**config.mk**
```make
export PLATFORM = sky130hd
export DESIGN_NAME = uart_rx_param
export DESIGN_NICKNAME = d
export VERILOG_FILES = /design/src/rtl/uart_rx_param.sv
export SDC_FILE = /design/constraint.sdc
export NUM_CORES = 1
export LEC_CHECK = 0
export ABC_AREA = 1
export BUFFER_PORTS_ARGS = -buffer_cell sky130_fd_sc_hd__buf_2
export CAP_MARGIN = 20
export CORE_MARGIN = 2
export CORE_UTILIZATION = 45
export DETAILED_ROUTE_END_ITERATION = 8
export GPL_TIMING_DRIVEN = 0
export PLACE_DENSITY = 0.62
export SLEW_MARGIN = 20
export SYNTH_ARGS = -nofsm -noshare
export SYNTH_HDL_FRONTEND = slang
export SYNTH_SLANG_ARGS = --single-unit
```
**constraint.sdc**
```tcl
create_clock -name clk -period 4.2 [get_ports clk]
set_clock_uncertainty 0.05 [all_clocks]
set_input_delay 0.42 -clock clk [delete_from_list [all_inputs] [get_ports clk]]
set_output_delay 0.42 -clock clk [all_outputs]
set_load 0.01 [all_outputs]
```
**src/rtl/uart_rx_param.sv**
```systemverilog
// Parametrised oversampling UART receiver: 2-flop synchroniser, tick divider,
// mid-bit sampling, false-start rejection, parity/framing flags.
// Optional 2-of-3 majority sampling is enabled by defining UART_RX_MAJORITY_EN.
module uart_rx_param #(
  parameter int CLK_FREQ   = 50000000,
  parameter int BAUD       = 9600,
  parameter int OVERSAMPLE = 16,
  parameter int DATA_BITS  = 8,
  parameter int PARITY     = 0,
  parameter int STOP_BITS  = 1
) (
  input  logic                 clk,
  input  logic                 rst,
  input  logic                 rx_in,
  output logic [DATA_BITS-1:0] rx_data,
  output logic                 rx_valid,
  output logic                 parity_err,
  output logic                 frame_err,
  output logic                 busy
);
  localparam int DIV = CLK_FREQ / (BAUD * OVERSAMPLE);
  localparam int TW  = $clog2(DIV) + 1;
  localparam int SW  = $clog2(OVERSAMPLE);
  localparam int BW  = $clog2(DATA_BITS + 1);

  if (DIV < 1) begin : g_bad_div
    $error("uart_rx_param: CLK_FREQ/(BAUD*OVERSAMPLE) must be at least 1");
  end

  typedef enum logic [2:0] {S_IDLE, S_START, S_DATA, S_PARITY, S_STOP} state_t;
  state_t state, state_n;

  logic sync1, rxs, rxs_q;
  logic [TW-1:0] tcnt;
  logic [SW-1:0] scnt;
  logic tick, sample, bitv, start_det, done, stop_last;
  logic [DATA_BITS-1:0] shreg;
  logic [BW-1:0] bcnt;
  logic stop_idx, perr_acc, ferr_acc;

  always_ff @(posedge clk or posedge rst)
    if (rst) begin
      sync1 <= 1'b1;
      rxs   <= 1'b1;
      rxs_q <= 1'b1;
    end else begin
      sync1 <= rx_in;
      rxs   <= sync1;
      rxs_q <= rxs;
    end

  // Both counters restart on the start edge so sample points track the edge.
  assign tick = (tcnt == TW'(DIV - 1));

  always_ff @(posedge clk or posedge rst)
    if (rst) begin
      tcnt <= '0;
      scnt <= '0;
    end else if (start_det) begin
      tcnt <= '0;
      scnt <= '0;
    end else if (tick) begin
      tcnt <= '0;
      scnt <= (scnt == SW'(OVERSAMPLE - 1)) ? '0 : scnt + SW'(1);
    end else begin
      tcnt <= tcnt + TW'(1);
    end

`ifdef UART_RX_MAJORITY_EN
  localparam int SAMP_IDX = OVERSAMPLE / 2;
  logic s0, s1;

  always_ff @(posedge clk or posedge rst)
    if (rst) begin
      s0 <= 1'b0;
      s1 <= 1'b0;
    end else if (tick) begin
      if (scnt == SW'(SAMP_IDX - 2)) s0 <= rxs;
      if (scnt == SW'(SAMP_IDX - 1)) s1 <= rxs;
    end

  // Third vote is the live sample on the decision tick.
  assign bitv = (s0 & s1) | (s0 & rxs) | (s1 & rxs);
`else
  localparam int SAMP_IDX = OVERSAMPLE / 2 - 1;
  assign bitv = rxs;
`endif

  assign sample    = tick && (scnt == SW'(SAMP_IDX));
  assign stop_last = (int'(stop_idx) == STOP_BITS - 1);
  assign busy      = (state != S_IDLE);

  always_ff @(posedge clk or posedge rst)
    if (rst) state <= S_IDLE;
    else     state <= state_n;

  always_comb begin
    state_n   = state;
    start_det = 1'b0;
    done      = 1'b0;
    case (state)
      S_IDLE:
        if (rxs_q && !rxs) begin
          state_n   = S_START;
          start_det = 1'b1;
        end
      S_START:
        if (sample) state_n = bitv ? S_IDLE : S_DATA;
      S_DATA:
        if (sample && bcnt == BW'(DATA_BITS - 1))
          state_n = (PARITY != 0) ? S_PARITY : S_STOP;
      S_PARITY:
        if (sample) state_n = S_STOP;
      S_STOP:
        if (sample && stop_last) begin
          state_n = S_IDLE;
          done    = 1'b1;
        end
      default: state_n = S_IDLE;
    endcase
  end

  always_ff @(posedge clk or posedge rst)
    if (rst) begin
      shreg      <= '0;
      bcnt       <= '0;
      stop_idx   <= 1'b0;
      perr_acc   <= 1'b0;
      ferr_acc   <= 1'b0;
      rx_data    <= '0;
      rx_valid   <= 1'b0;
      parity_err <= 1'b0;
      frame_err  <= 1'b0;
    end else begin
      rx_valid <= done;
      if (start_det) begin
        bcnt     <= '0;
        stop_idx <= 1'b0;
        perr_acc <= 1'b0;
        ferr_acc <= 1'b0;
      end
      if (sample) begin
        case (state)
          S_DATA: begin
            shreg <= {bitv, shreg[DATA_BITS-1:1]};
            bcnt  <= bcnt + BW'(1);
          end
          S_PARITY: perr_acc <= ((^shreg) ^ bitv) != (PARITY == 1);
          S_STOP: begin
            ferr_acc <= ferr_acc | ~bitv;
            stop_idx <= stop_idx + 1'b1;
          end
          default: ;
        endcase
      end
      if (done) begin
        rx_data    <= shreg;
        parity_err <= (PARITY != 0) && perr_acc;
        frame_err  <= ferr_acc | ~bitv;
      end
    end
endmodule

```
==> results of run 1 <==
[registers in the layout, indices dropped and copies added, names as in the netlist]
name,count
shreg,8
frame_err,1
rx_data,8
scnt,4
rx_valid,1
bitv,1
state,3
ferr_acc,1
bcnt,4
sync1,1
rxs_q,1
stop_idx,1
tcnt,10
[routing by layer]
layer	routed length [um]	up-vias	GRT usage, %
met2	1640	16	24.3
li1	-	758	-
met1	1720	678	19.1
met4	29	0	5.66
met5	0	-	0
met3	101	2	4.58
[kinds of logic (layout without fill, tap and decap cells)]
group	Yosys count	count (layout)	synth area share (%)
AOI/OAI and AO/OA	21	21	6.37
buffers and inverters	28	50	6.13
xor gates and xnor gates	7	7	2.94
adders and majority gates	4	4	2.40
other	1	1	0.180
DFF	44	44	53.0
and+or+nand+nor	121	121	28.9
[worst paths after layout]
check / start / end / slack [ns] / depth (start not counted)
setup / recovery: tcnt[0] / shreg[1] / 2.37 / 12
hold / removal: rst / rx_data[0] / 0.1 / 2
setup reg to reg: tcnt[0] / shreg[1] / 2.37 / 12
hold reg to reg: sync1 / bitv / 0.31 / 0
max in group asynchronous: rst / bitv / 3.45 / 3
min in group clk: rx_in / sync1 / 0.17 / 1
[worst max-delay path: stages (launching register included)]
cell     delay (ns)
dfrtp_1        0.44
inv_1          0.10
ha_1           0.16
nand2_2        0.07
nor2_4         0.13
inv_1          0.08
nor2_4         0.18
nand2_2        0.08
inv_2          0.09
nand2_4        0.08
buf_6          0.16
nand2_1        0.06
nand2_1        0.05
[metrics by stage]
step           setup WS [ns]  power [uW]  instances
5_1_grt                 2.22        1080        300
2_1_floorplan           2.54         661        226
6_report                2.37        1010        300
4_1_cts                 2.35        1030        300
3_5_place_dp            2.37         711        292
3_3_place_gp            2.10         704        291
[power breakdown]
group / internal, uW / switching, uW / total [uW] / leakage (uW)
Clock: 177 / 138 / 315 / 0.0000552
Combinational: 70.4 / 126 / 197 / 0.000564
Sequential: 461 / 41.4 / 502 / 0.000595
[cells in the final DEF (no fill, tap or decap), types with 5 or more instances in the layout]
| master | n |
|---|---|
| nand3_1 | 8 |
| xor2_1 | 5 |
| dfrtp_1 | 41 |
| o21ai_0 | 7 |
| buf_2 | 14 |
| clkbuf_8 | 5 |
| inv_1 | 17 |
| inv_2 | 6 |
| nor2_1 | 16 |
| nand2_1 | 70 |
| a21oi_1 | 5 |
| nor2_4 | 6 |
| o21ai_2 | 5 |
[area by class of cell]
class | instances | area [um^2] | area share (%)
plain buffers | 4 | 35.0 | 1.49
inverters | 24 | 92.6 | 3.94
clock buffers | 6 | 72.6 | 3.09
well taps | 52 | 65.1 | 2.77
repair buffers | 14 | 92.6 | 3.94
clock inverters | 2 | 35.0 | 1.49
flip-flops and latches | 44 | 1100 | 47.0
multi-input cells | 154 | 851 | 36.2
==> summary.md, run 1 <==
| Metric | Value |
|---|---|
| Period utilization | `43.5%` |
| Post-route cell area | `2350 um^2` |
| Setup CP Type | `flip-flop to flip-flop` |
| TritonCTS buffer count | `5` |
| Sink Count | `44` |
| Post-Syn Nets | `233` |
| DR pass1 iterations | `4` |
| CTS tree | `yes` |
| DRT iter0 DRCs | `40` |
| Vert. Die Dim | `72.0 um` |
| Number of antenna violations at the first check in global routing | `0` |
| Req. time, crit path | `4.34 ns` |
| Top_reg_cell synth | `dfrtp_1` |
| Power Density | `432 nW/um^2` |
| Critical Path Fanout Max | `10` |
| Starting Density | `47.2%` |
| Maximum vdd drop | `0.000254 V` |
| Leak Pwr | `0.00121 uW` |
| Vias/cell | `4.85` |
| Syn Inst Count | `226` |
| First-pass GRT wire length | `5950 um` |
| Post-synth top cells | `nand2_1 (70), dfrtp_1 (41), inv_1 (18)` |
| Reg clk slew, reported paths | `0.08 ns` |
| Layout area overhead | `12.7%` |
| DRC | `0` |
| RSZ-0062 raised after global routing | `false` |
| Site Rows | `24` |
| YS warnings | `0` |
| Core Util, Final | `53.2%` |
| Synthesized area | `2080 um^2` |
| Final Hold Viols | `0` |
| Fill cell count | `410` |
| # hold bufs at CTS | `0` |
| CTS root buf | `clkbuf_8` |
| Outcome | `finished, final reports clean` |
| Dpl cell area | `2240 um^2` |
| Post-Syn Area per Cell | `9.22 um^2` |
| Final HPWL from detailed placement | `2520 um` |
| Buffers added on ports | `13` |
| CTS max path bufs | `2` |
| Core area | `4410 um^2` |
| Most frequent cell after synthesis | `nand2_1` |
| Top-area cell type share of the netlist area | `49.2%` |
| Drt total wl | `3490 um` |
| Post-layout net count | `254` |
| # IOs | `15` |
| PostCTS Resize Cnt | `0` |
| Final ANT Viol Nets | `0` |
| Number of H-tree levels | `2` |
| Post-CTS setup buffer count | `0` |
| Die W | `72.0 um` |
| Global-route usage over all layers | `15.0%` |
| Sequential area share after synthesis | `53.0%` |
| Final min period | `1.83 ns` |
| RD Place Congestion | `0.809` |
| Max Cap Violations | `0` |
| Clk Latency, worst-skew pair | `0.29 ns` |
| Fin Setup TNS | `0 ns` |
| Via count | `1454` |
| EDFF count, synth | `0` |
| Final setup fails | `0` |
| Post-synthesis async set-or-reset flop share | `100%` |
| Fmax | `0.547 GHz` |
| GR Overflow Total | `0` |
| Setup crit end kind | `flip-flop` |
| Fin Hold WS | `0.0961 ns` |
| Drt wl/cell | `11.6 um` |
| Crit path arrival time | `1.96 ns` |
| Top post-synthesis cells by area | `dfrtp_1 (49%), nand2_1 (13%), dfstp_2 (3.8%), inv_1 (3.2%), nor2_4 (3.2%)` |
| Largest net degree at the start of global routing | `25` |
| Die area | `5190 um^2` |
| Hold crit path type | `primary input to async pin` |
| Diode count | `0` |
| Cell taking the most area after synthesis | `dfrtp_1` |
| Layout cells sized above 1 | `22.6%` |
| #FFs+latches synth | `44` |
| Post-synthesis cell type count | `34` |
| Vias in the first global route | `1366` |
| Startpoint type of the worst setup path | `flip-flop` |
| Max Slew Vio Count | `0` |
Power figures use the tool's default switching activity.
==> inputs of run 2 (changes only) <==
Clock period 4.2 ns to 1.8 ns, I/O delays scaled along.
==> run 2 against run 1 <==
Against the previous run: flip-flop and latch count stayed put; worst hold slack better by 0.21 ns; non-clock buffer count is 11 higher; highest routed layer unchanged; cell count is 3.7% higher; design area is 5.2% higher; combinational power grew to 2.7 times the previous value; sequential share of layout area is 2.3 points lower.
==> summary.md, run 2 (synthesized netlist as in run 1, its figures left out) <==
| Metric | Value |
|---|---|
| Commonest non-fill, non-tap cell in the layout | `nand2_1` |
| Startpoint type of the worst setup path | `flip-flop` |
| Max Slew Vio Count | `0 (unchanged)` |
| Diode count | `0 (unchanged)` |
| Vias/cell | `4.83 (-0.42%)` |
| TritonCTS buffer count | `5 (unchanged)` |
| Final Power | `2430 uW (+140%)` |
| Largest Register | `tcnt` |
| Sink Count | `44 (unchanged)` |
| Max Cap Violations | `0 (unchanged)` |
| RD Place Congestion | `0.809 (unchanged)` |
| Reg clk slew, reported paths | `0.08 ns (about the same)` |
| Reg2Reg Setup Slack | `0.11 ns (-2.26 ns)` |
| Leak Pwr | `0.00128 uW (+5.3%)` |
| Setup CP Type | `flip-flop to flip-flop` |
| RSZ-0062 raised after global routing | `false` |
| Drt wl/cell | `11.9 um (+2.3%)` |
| Via count | `1501 (+3.2%)` |
| Final WS setup | `0.109 ns (-2.26 ns)` |
| Seq. cell area | `1100 um^2 (unchanged)` |
| CTS tree | `yes` |
| Largest registers | `tcnt x10, rx_data x8, shreg x8` |
| Setup crit end | `shreg[5]` |
| Area of the multi-input gates | `863 um^2 (+1.5%)` |
| Placed insts | `292 (unchanged)` |
| Number of H-tree levels | `2 (unchanged)` |
| Final Hold Viols | `0 (unchanged)` |
| Clk Latency, worst-skew pair | `0.29 ns (about the same)` |
| Fin cells | `311 (+3.7%)` |
| Commonest cells after routing, fill and taps aside | `nand2_1 (70), dfrtp_1 (41), nor2_1 (16)` |
| Req. time, crit path | `1.94 ns (-2.40 ns)` |
| Worst slack, placed | `-0.0342 ns (-2.40 ns)` |
| Post-layout net count | `265 (+4.3%)` |
| CTS root buf | `clkbuf_8` |
| Layout area overhead | `18.6%` |
| Maximum vdd drop | `0.000594 V (+130%)` |
| Final min period | `1.69 ns (-0.136 ns)` |
| Worst reg-to-reg path cell count | `12 (unchanged)` |
| CTS max path bufs | `2 (unchanged)` |
| Power Density | `985 nW/um^2 (+130%)` |
| Fmax | `0.591 GHz (+8.0%)` |
| Final ANT Viol Nets | `0 (unchanged)` |
| # IOs | `15 (unchanged)` |
| Largest net degree at the start of global routing | `25 (unchanged)` |
| GR Overflow Total | `0 (unchanged)` |
| Setup crit end kind | `flip-flop` |
| DR pass1 iterations | `4 (unchanged)` |
| Starting Density | `47.2% (unchanged)` |
| Final HPWL from detailed placement | `2520 um (unchanged)` |
| Final setup fails | `0 (unchanged)` |
| RR Startpoint | `tcnt[0]` |
| Critical Path Fanout Max | `8 (-2)` |
| Die W | `72.0 um (unchanged)` |
| Vias in the first global route | `1378 (+0.88%)` |
| Site Rows | `24 (unchanged)` |
| Buffers added on ports | `13 (unchanged)` |
| Reg-to-reg endpoint | `shreg[5]` |
| Max FFs per register | `10 (unchanged)` |
| Core area | `4410 um^2 (unchanged)` |
| Outcome | `finished, final reports clean` |
| Number of antenna violations at the first check in global routing | `0 (unchanged)` |
| Crit path arrival time | `1.83 ns (-0.13 ns)` |
| DRC | `0 (unchanged)` |
| Vert. Die Dim | `72.0 um (unchanged)` |
| First-pass GRT wire length | `5980 um (+0.47%)` |
| Period utilization | `93.9% (+50 points)` |
| Hold crit path type | `flip-flop to flip-flop` |
| Die area | `5190 um^2 (unchanged)` |
| Fill cell count | `406 (-0.98%)` |
| Drt total wl | `3700 um (+6.0%)` |
| Layout cells sized above 1 | `26.6% (+4.1 points)` |
| Crit path launch | `tcnt[0]` |
| DRT iter0 DRCs | `62 (+55%)` |
| Global-route usage over all layers | `15.1% (+0.059 points)` |
[run 2: final cells by class]
type	count	area share, %
clock inverter	2	1.42
timing repair buffer	25	8.00
multi-input combinational	154	35.0
clock buffer	6	2.94
buffer	4	1.57
sequential	44	44.7
tap	52	2.63
inverter	24	3.75
[run 2: critical path, stage by stage (launching register included)]
cell and delay, ns:
dfrtp_1 0.40, inv_2 0.08, ha_4 0.13, nand2_2 0.06, nor2_4 0.14, inv_2 0.05, nor2_4 0.14, nand2_2 0.07
inv_2 0.09, nand2_4 0.09, clkbuf_16 0.18, nand2_1 0.05, nand2_1 0.05
[run 2: worst min path at each step]
stage	start	endpoint	slack, ns	cells past startpoint
after floorplan	rx_in	sync1	0.13	0
after global placement	rx_in	sync1	0.24	1
after detailed placement	rst	rx_data[0]	0.18	2
after CTS	sync1	bitv	0.31	0
after global routing	sync1	bitv	0.32	0
final	sync1	bitv	0.31	0
[run 2: stage by stage]
step	hold WS, ns	instance area, um^2	util, %	TNS, ns
after floorplan	0.134	2080	-	0
after global placement	0.236	2210	50.1	-2.46
after detailed placement	0.184	2240	50.8	-0.207
after CTS	0.312	2380	53.8	0
after global routing	0.318	2470	56.0	0
final	0.310	2470	56.0	0
[run 2: power by group]
group / switching, uW / internal (uW) / leakage (uW) / total [uW]
registers: 90.4 / 1070 / 0.000595 / 1170
clock network: 322 / 412 / 0.0000552 / 733
logic: 327 / 207 / 0.000627 / 534
[run 2: repair_timing]
item                                   4_1_cts  5_1_grt
pin swaps                                    1        3
gates cloned                                 0        1
resized for setup                            0        6
hold buffers                                 2        0
setup endpoints to repair                    9       16
setup buffers                                1        7
endpoints found under the hold margin       21        0
[run 2: metal layers]
| metal | up-vias | GRT usage (%) | wire length [um] |
|---|---|---|---|
| met5 | - | 0 | 0 |
| met4 | 0 | 5.66 | 40 |
| met3 | 4 | 4.58 | 101 |
| met2 | 14 | 24.5 | 1820 |
| met1 | 703 | 19.1 | 1740 |
| li1 | 780 | - | - |
